File: src/rtl/bnn_weight_streamer.sv
// Streams a 12-entry weight buffer to the BNN core as qualified nibble pairs (low, then high).
// All outputs are registered so the core sees glitch-free load_en/uio_in[7:4].
module bnn_weight_streamer #(
  parameter int NUM_NEURONS = 12,
  parameter int GAP_CYCLES  = 0
) (
  input  logic       clk,
  input  logic       reset,
  input  logic       wr_en,
  input  logic [3:0] wr_addr,
  input  logic [7:0] wr_data,
  input  logic       start,
  input  logic       hold,
  output logic       load_en,
  output logic [3:0] weight_nib,
  output logic [3:0] neuron_idx,
  output logic       busy,
  output logic       done,
  output logic       wr_err
);

  localparam int         GW   = (GAP_CYCLES > 1) ? $clog2(GAP_CYCLES) : 1;
  localparam logic [3:0] LAST = 4'(NUM_NEURONS - 1);

  typedef enum logic [2:0] {IDLE, LO, HI, GAP, DONE} state_t;

  state_t          state, state_n;
  logic [3:0]      idx, idx_n;
  logic [GW-1:0]   gap_cnt, gap_cnt_n;
  logic [7:0]      weights [NUM_NEURONS];
  logic            load_en_n, done_n, wr_ok, wr_err_n;
  logic [3:0]      nib_n;

  // Must match the core's own reset weights so both sides agree after a shared reset.
  function automatic logic [7:0] default_weight(input int i);
    case (i)
      0:  return 8'hA0;
      1:  return 8'h41;
      2:  return 8'h7A;
      3:  return 8'h18;
      4:  return 8'hED;
      5:  return 8'hB7;
      6:  return 8'h67;
      7:  return 8'h3A;
      8:  return 8'hF9;
      9:  return 8'h62;
      10: return 8'hF7;
      11: return 8'h0F;
      default: return 8'h00;
    endcase
  endfunction

  assign wr_ok    = (state == IDLE) && wr_en && (int'(wr_addr) < NUM_NEURONS);
  assign wr_err_n = wr_en && !wr_ok;

  always_ff @(posedge clk or posedge reset) begin
    if (reset) begin
      for (int i = 0; i < NUM_NEURONS; i++) weights[i] <= default_weight(i);
    end else if (wr_ok) begin
      weights[wr_addr] <= wr_data;
    end
  end

  // The start edge itself issues the first low nibble, giving one-cycle start latency.
  always_comb begin
    state_n   = state;
    idx_n     = idx;
    gap_cnt_n = gap_cnt;
    load_en_n = 1'b0;
    nib_n     = 4'h0;
    done_n    = 1'b0;
    case (state)
      IDLE: begin
        if (start && !wr_en) begin
          idx_n = 4'd0;
          if (hold) begin
            state_n = LO;
          end else begin
            load_en_n = 1'b1;
            nib_n     = weights[0][3:0];
            state_n   = HI;
          end
        end
      end
      LO: begin
        if (!hold) begin
          load_en_n = 1'b1;
          nib_n     = weights[idx][3:0];
          state_n   = HI;
        end
      end
      HI: begin
        if (!hold) begin
          load_en_n = 1'b1;
          nib_n     = weights[idx][7:4];
          if (idx == LAST) begin
            state_n = DONE;
          end else if (GAP_CYCLES > 0) begin
            gap_cnt_n = '0;
            state_n   = GAP;
          end else begin
            idx_n   = idx + 4'd1;
            state_n = LO;
          end
        end
      end
      GAP: begin
        if (int'(gap_cnt) == GAP_CYCLES - 1) begin
          idx_n   = idx + 4'd1;
          state_n = LO;
        end else begin
          gap_cnt_n = gap_cnt + 1'b1;
        end
      end
      DONE: begin
        done_n  = 1'b1;
        idx_n   = 4'd0;
        state_n = IDLE;
      end
      default: state_n = IDLE;
    endcase
  end

  always_ff @(posedge clk or posedge reset) begin
    if (reset) begin
      state      <= IDLE;
      idx        <= 4'd0;
      gap_cnt    <= '0;
      load_en    <= 1'b0;
      weight_nib <= 4'h0;
      neuron_idx <= 4'd0;
      busy       <= 1'b0;
      done       <= 1'b0;
      wr_err     <= 1'b0;
    end else begin
      state      <= state_n;
      idx        <= idx_n;
      gap_cnt    <= gap_cnt_n;
      load_en    <= load_en_n;
      weight_nib <= nib_n;
      // Report the neuron whose nibble is on the wire, not the one queued next.
      neuron_idx <= (state_n == IDLE) ? 4'd0 : idx;
      busy       <= (state_n != IDLE);
      done       <= done_n;
      wr_err     <= wr_err_n;
    end
  end

endmodule

File: config.mk
export PLATFORM = sky130hd
export DESIGN_NAME = bnn_weight_streamer
export DESIGN_NICKNAME = d
export VERILOG_FILES = /design/src/rtl/bnn_weight_streamer.sv
export SDC_FILE = /design/constraint.sdc
export NUM_CORES = 1
export LEC_CHECK = 0
export BUFFER_PORTS_ARGS = -buffer_cell sky130_fd_sc_hd__buf_2
export CAP_MARGIN = 5
export CORE_ASPECT_RATIO = 1.75
export CORE_MARGIN = 4
export CORE_UTILIZATION = 45
export CTS_BUF_LIST = sky130_fd_sc_hd__clkbuf_8
export DETAILED_ROUTE_END_ITERATION = 10
export GPL_ROUTABILITY_DRIVEN = 0
export PLACE_DENSITY = 0.58
export SLEW_MARGIN = 5
export SYNTH_ARGS = -nofsm -noshare
export SYNTH_HDL_FRONTEND = slang
export SYNTH_SLANG_ARGS = --single-unit
File: constraint.sdc
create_clock -name clk -period 4.3 [get_ports clk]
set_input_delay 0.645 -clock clk [delete_from_list [all_inputs] [get_ports clk]]
set_output_delay 0.645 -clock clk [all_outputs]
set_load 0.1 [all_outputs]
**Word level (Yosys, flattened, before mapping)**

Cells that the tools add are included.

- Output and inout port bits: 12
- Word-level logic and storage cells: 74
- Register bits: 115
- Bits of input ports: 17

- Reductions and logical operators: 13
- Multiplexer cells: 26
- Equality and inequality tests: 8
- Order comparisons: 4
- Bitwise gates (word level): 2
- Add/sub/neg operators: 1

Operator list:

| kind | number |
|---|---|
| $bwmux W96 | 1 |
| $bmux W8 S4 | 1 |
| $demux W8 S4 | 1 |
| $mux W4 | 8 |
| $mux W8 | 3 |
| $pmux W4 S3 | 2 |
| $mux W3 | 4 |
| $pmux W3 S4 | 1 |
| $ge A5 B5 Y1 const B | 2 |
| $not A4 Y5 | 2 |
| $eq A3 B2 Y1 const B | 2 |
| $logic_not A3 Y1 | 2 |
| $reduce_bool A3 Y1 | 2 |
| $logic_and A1 B1 Y1 | 5 |
| $lt A5 B1 Y1 const B | 1 |
| $add A4 B1 Y4 const B | 1 |
| $eq A4 B4 Y1 const B | 1 |
| $lt A4 B4 Y1 const B | 1 |
| $ne A2 B2 Y1 const B | 2 |
| $reduce_and A4 Y1 | 1 |
| $eq A3 B1 Y1 const B | 1 |
| $eq A3 B3 Y1 const B | 1 |
| $mux W1 | 3 |
| $logic_not A1 Y1 | 2 |
| 4 further kinds | 4 |

**Depth between registers and ports, before layout**

- Depth after elaboration: 6
- Mapped depth: 7

**Worst setup path before layout**

OpenSTA, ideal clock, no wires.

- Path type: input -> register
- Start point: input port wr_en
- End point: register weights[64] (netlist bit)
- Arrival: 2133 ps
- Stages: 4
- Path slack: 2042 ps
- Cell sequence: or4b_4 > or3_4 > nor2_2 > mux2_2

- Word-level cells in the longest chain between the ends: 2

Ends and longest elaborated chain:

| item | RTL line | RTL |
|---|---|---|
| from (decl) | 9 | `input logic wr_en,` |
| $logic_and A1 B1 Y1 (2 in series) | 53 | `assign wr_ok = (state == IDLE) && wr_en && (int'(wr_addr) < NUM_NEURONS);` |
| to (signal, indexed assignment) | 60 | `weights[wr_addr] <= wr_data;` |
| to (decl) | 30 | `logic [7:0] weights [NUM_NEURONS];` |

No other way between the ends.
A chain may end at the register's enable or synchronous reset.

**Worst setup path after layout**

- Start point: register state[0]
- End point: register weights[34] (netlist bit)

- Word-level cells in the longest chain between the ends: 3

Ends and longest elaborated chain:

| item | RTL line | RTL |
|---|---|---|
| from (decl) | 27 | `state_t state, state_n;` |
| from (signal assigned) | 136 | `state <= state_n;` |
| $logic_not A3 Y1 | 53 |  |
| $logic_and A1 B1 Y1 (2 in series) | 53 |  |

No other way between the ends.

==> results.cfg <==
[placed_design]
dp_hpwl_mm = 8.03
port_buffers = 28

[yosys]
avgSynthCellArea_um2 = 14.7
synth_top_area_share_pct = 29.5
ys_seq_area_share_pct = 55.0
ys_ff_latch = 115
synth.area.top_cells = dfrtp_1 29%, dfstp_2 26%, mux2_2 20%
synthMuxAreaShare_pct = 32.4
synth_top_flop_cell = dfrtp_1
synth_edf_count = 0
yosys.area_share.simple_pct = 8.11
yosys_warnings = 0
synth_top_family_by_area = multiplexers
synth_nets = 383
syn_inst = 365
synth_compound_area_share_pct = 1.92
yosysMostFrequentCell = mux2_2
synth-xor-area-share_pct = 0
synth_top_area_cell = dfrtp_1
ys_top_cells_by_count = 96 x mux2_2, 63 x dfrtp_1, 52 x dfstp_2
ys_async_sr_fraction_pct = 100
synth_area_um2 = 5350
synthAdderAreaFrac_pct = 0.234
ys_types = 37

[sta]
finalCritPeriodShare_pct = 64.5
max_slew.worst_pin.slew_ns = 1.06
finalCriticalPeriod_ns = 2.77
fin_worst_skew_ns = 0.00928
finalHoldViolations = 0
max-slew-margin-rel_pct = 29.3
rsz0062_at_grt = no
timing.setup.tns_ns = 0
drv_slew = 0
setup_viol_count_final = 0
max_freq_mhz = 360

[grt]
grt_antenna_before_repair = 0
grt_pass1_wl_mm = 19.2
grtUsageTotal_pct = 18.4
grt_pass1_vias = 3474
grt_start_max_net_pins = 71
grt-ovfl-total = 0

[worst_setup_path]
cp.required_ns = 4.61
max_stage_delay_ns = 0.78
cp-endpoint = weights[34]
crit_type = reg -> reg
crit_family = simple AND/OR/NAND/NOR gates
r2r_start = state[0]
critPathMaxFanout = 14
path_depth = 4
path_cells = or4b_4, nor3b_2, nor2b_1, mux2_2
cp_num_buf_inv = 0
rrSetupSlack_ns = 1.53
r2r-end = weights[34]
worst_setup_path_start_kind = flip-flop
end_kind = flip-flop
cp_data_arrival_time_ns = 3.08
ff2ff_path_depth = 4
slowest_stage = nor2b_1
critPathLaunch = state[0]

[flow_run]
drv_cap = 0

[drt]
drc = 0
vias = 3140
drtIter0Drc = 134
ant_nets = 0
via_per_inst = 5.78
drt_wl_total_mm = 11.6
routedWlPerCell_um = 21.5
first_pass_iters = 4

[cts]
cts-root-buf = clkbuf_8
cts_max_path_buffers = 2
cts_tree = yes
cts_max_level = 4
cts.sinks = 115
clk_latency_ns = 0.42
numCtsBuffers = 17
ctsHoldBuffers = 0
post_cts_resized = 0
post_cts_buffers = 0
clkSlewWorstSetupHoldPaths_ns = 0.07

[floorplanning]
fp-row-count = 52
die_w_um = 90.4
coreArea_um2 = 11600
dieArea_um2 = 13800
start_util_pct = 46.2
pin_count = 29
die_h_um = 152

[layout]
final_nets = 413
drive_above_1_share_pct = 59.1
diodes = 0
syn_to_final_growth_pct = 12.4
fin_util_pct = 51.9

[power]
pwr-share-clk_pct = 24.1
vdd_drop_max_v = 0.000259
power_switching_share_pct = 32.3
seqPwrFrac_pct = 45.7
p_per_area_nw_per_um2 = 697
p_leak_nw = 2.62
p_comb_share_pct = 30.2
internal_power_mw = 2.84
p_switching_mw = 1.36

[status]
status = complete, no violations

[min_path]
min-delay-path-class = in -> async
-- power groups by stage --
stage	logic (mW)	clock network, mW	registers [mW]
floorplan	0.872	0	2.02
global placement	1.26	0	1.93
detailed placement	1.28	0	1.94
CTS	1.29	1.03	1.92
global route	1.37	1.08	1.97
finish	1.27	1.01	1.92
-- placed cells by master, fill, tap and decap left out, drive strengths merged, types with 2 or more instances in the layout --
cell type,count
nor4b,3
bufinv,2
a21oi,3
a211oi,4
mux4,24
nand2,10
nor3b,3
nor2,11
mux2i,9
clkinv,2
nand3,17
dfrtp,63
dfstp,52
nor2b,8
or3,4
nand2b,4
clkbuf,23
mux2,98
nand3b,2
and2,5
inv,10
o21ai,3
buf,35
nor3,4
-- layout make-up --
type                       instances  area (um^2)
multi-input combinational        221         2280
tap                              135          169
clock inverter                     9         88.8
timing repair buffer              35          193
fill                             996         5570
clock buffer                      23          317
sequential                       115         2940
inverter                           5         21.3
-- logic make-up after synthesis --
logic type | count (synthesis)
muxes | 131
DFF | 115
and+or+nand+nor | 74
buffers and inverters | 29
AOI/OAI and AO/OA | 15
adders and majority gates | 1
-- worst reg2reg max path: stages (launching register included) --
cell	delay (ns)
dfrtp_1	0.53
or4b_4	0.63
nor3b_2	0.31
nor2b_1	0.78
mux2_2	0.42
-- worst min path at each step --
stage	end	cells after the start	slack (ns)	from
after floorplan	weights[25]	1	0.46	weights[25]
final	weights[20]	2	0.39	reset
after global placement	weights[25]	1	0.48	weights[25]
after detailed placement	weights[25]	1	0.48	weights[25]
after global routing	wr_err	2	0.44	reset
after CTS	weights[54]	2	0.43	reset
-- flip-flops by register name, summed over array words and instances, names as in the netlist --
| name | cells |
|---|---|
| wr_err | 1 |
| busy | 1 |
| load_en | 1 |
| neuron_idx | 4 |
| idx | 4 |
| weights | 96 |
| state | 3 |
| weight_nib | 4 |
| done | 1 |
-- through the flow --
step	area, um^2	std cells	worst slack [ns]	total power [mW]	hold slack, ns
6_report	6010	543	1.53	4.19	0.394
5_1_grt	6010	543	1.40	4.42	0.440
4_1_cts	6010	543	1.51	4.24	0.426
2_1_floorplan	5350	365	0.697	2.89	0.459
3_5_place_dp	5610	511	1.42	3.22	0.476
3_3_place_gp	5610	511	1.42	3.19	0.480
-- per-layer routing --
metal,up-vias,global-route usage (%),wire length (um),share of wire [%]
li1,1403,-,-,-
met2,66,32.0,6500,56
met5,-,0,0,0
met1,1645,21.4,4530,39
met3,26,4.15,349,3.0
met4,0,8.25,275,2.4
No activity file was read; power rests on OpenSTA's default activity.
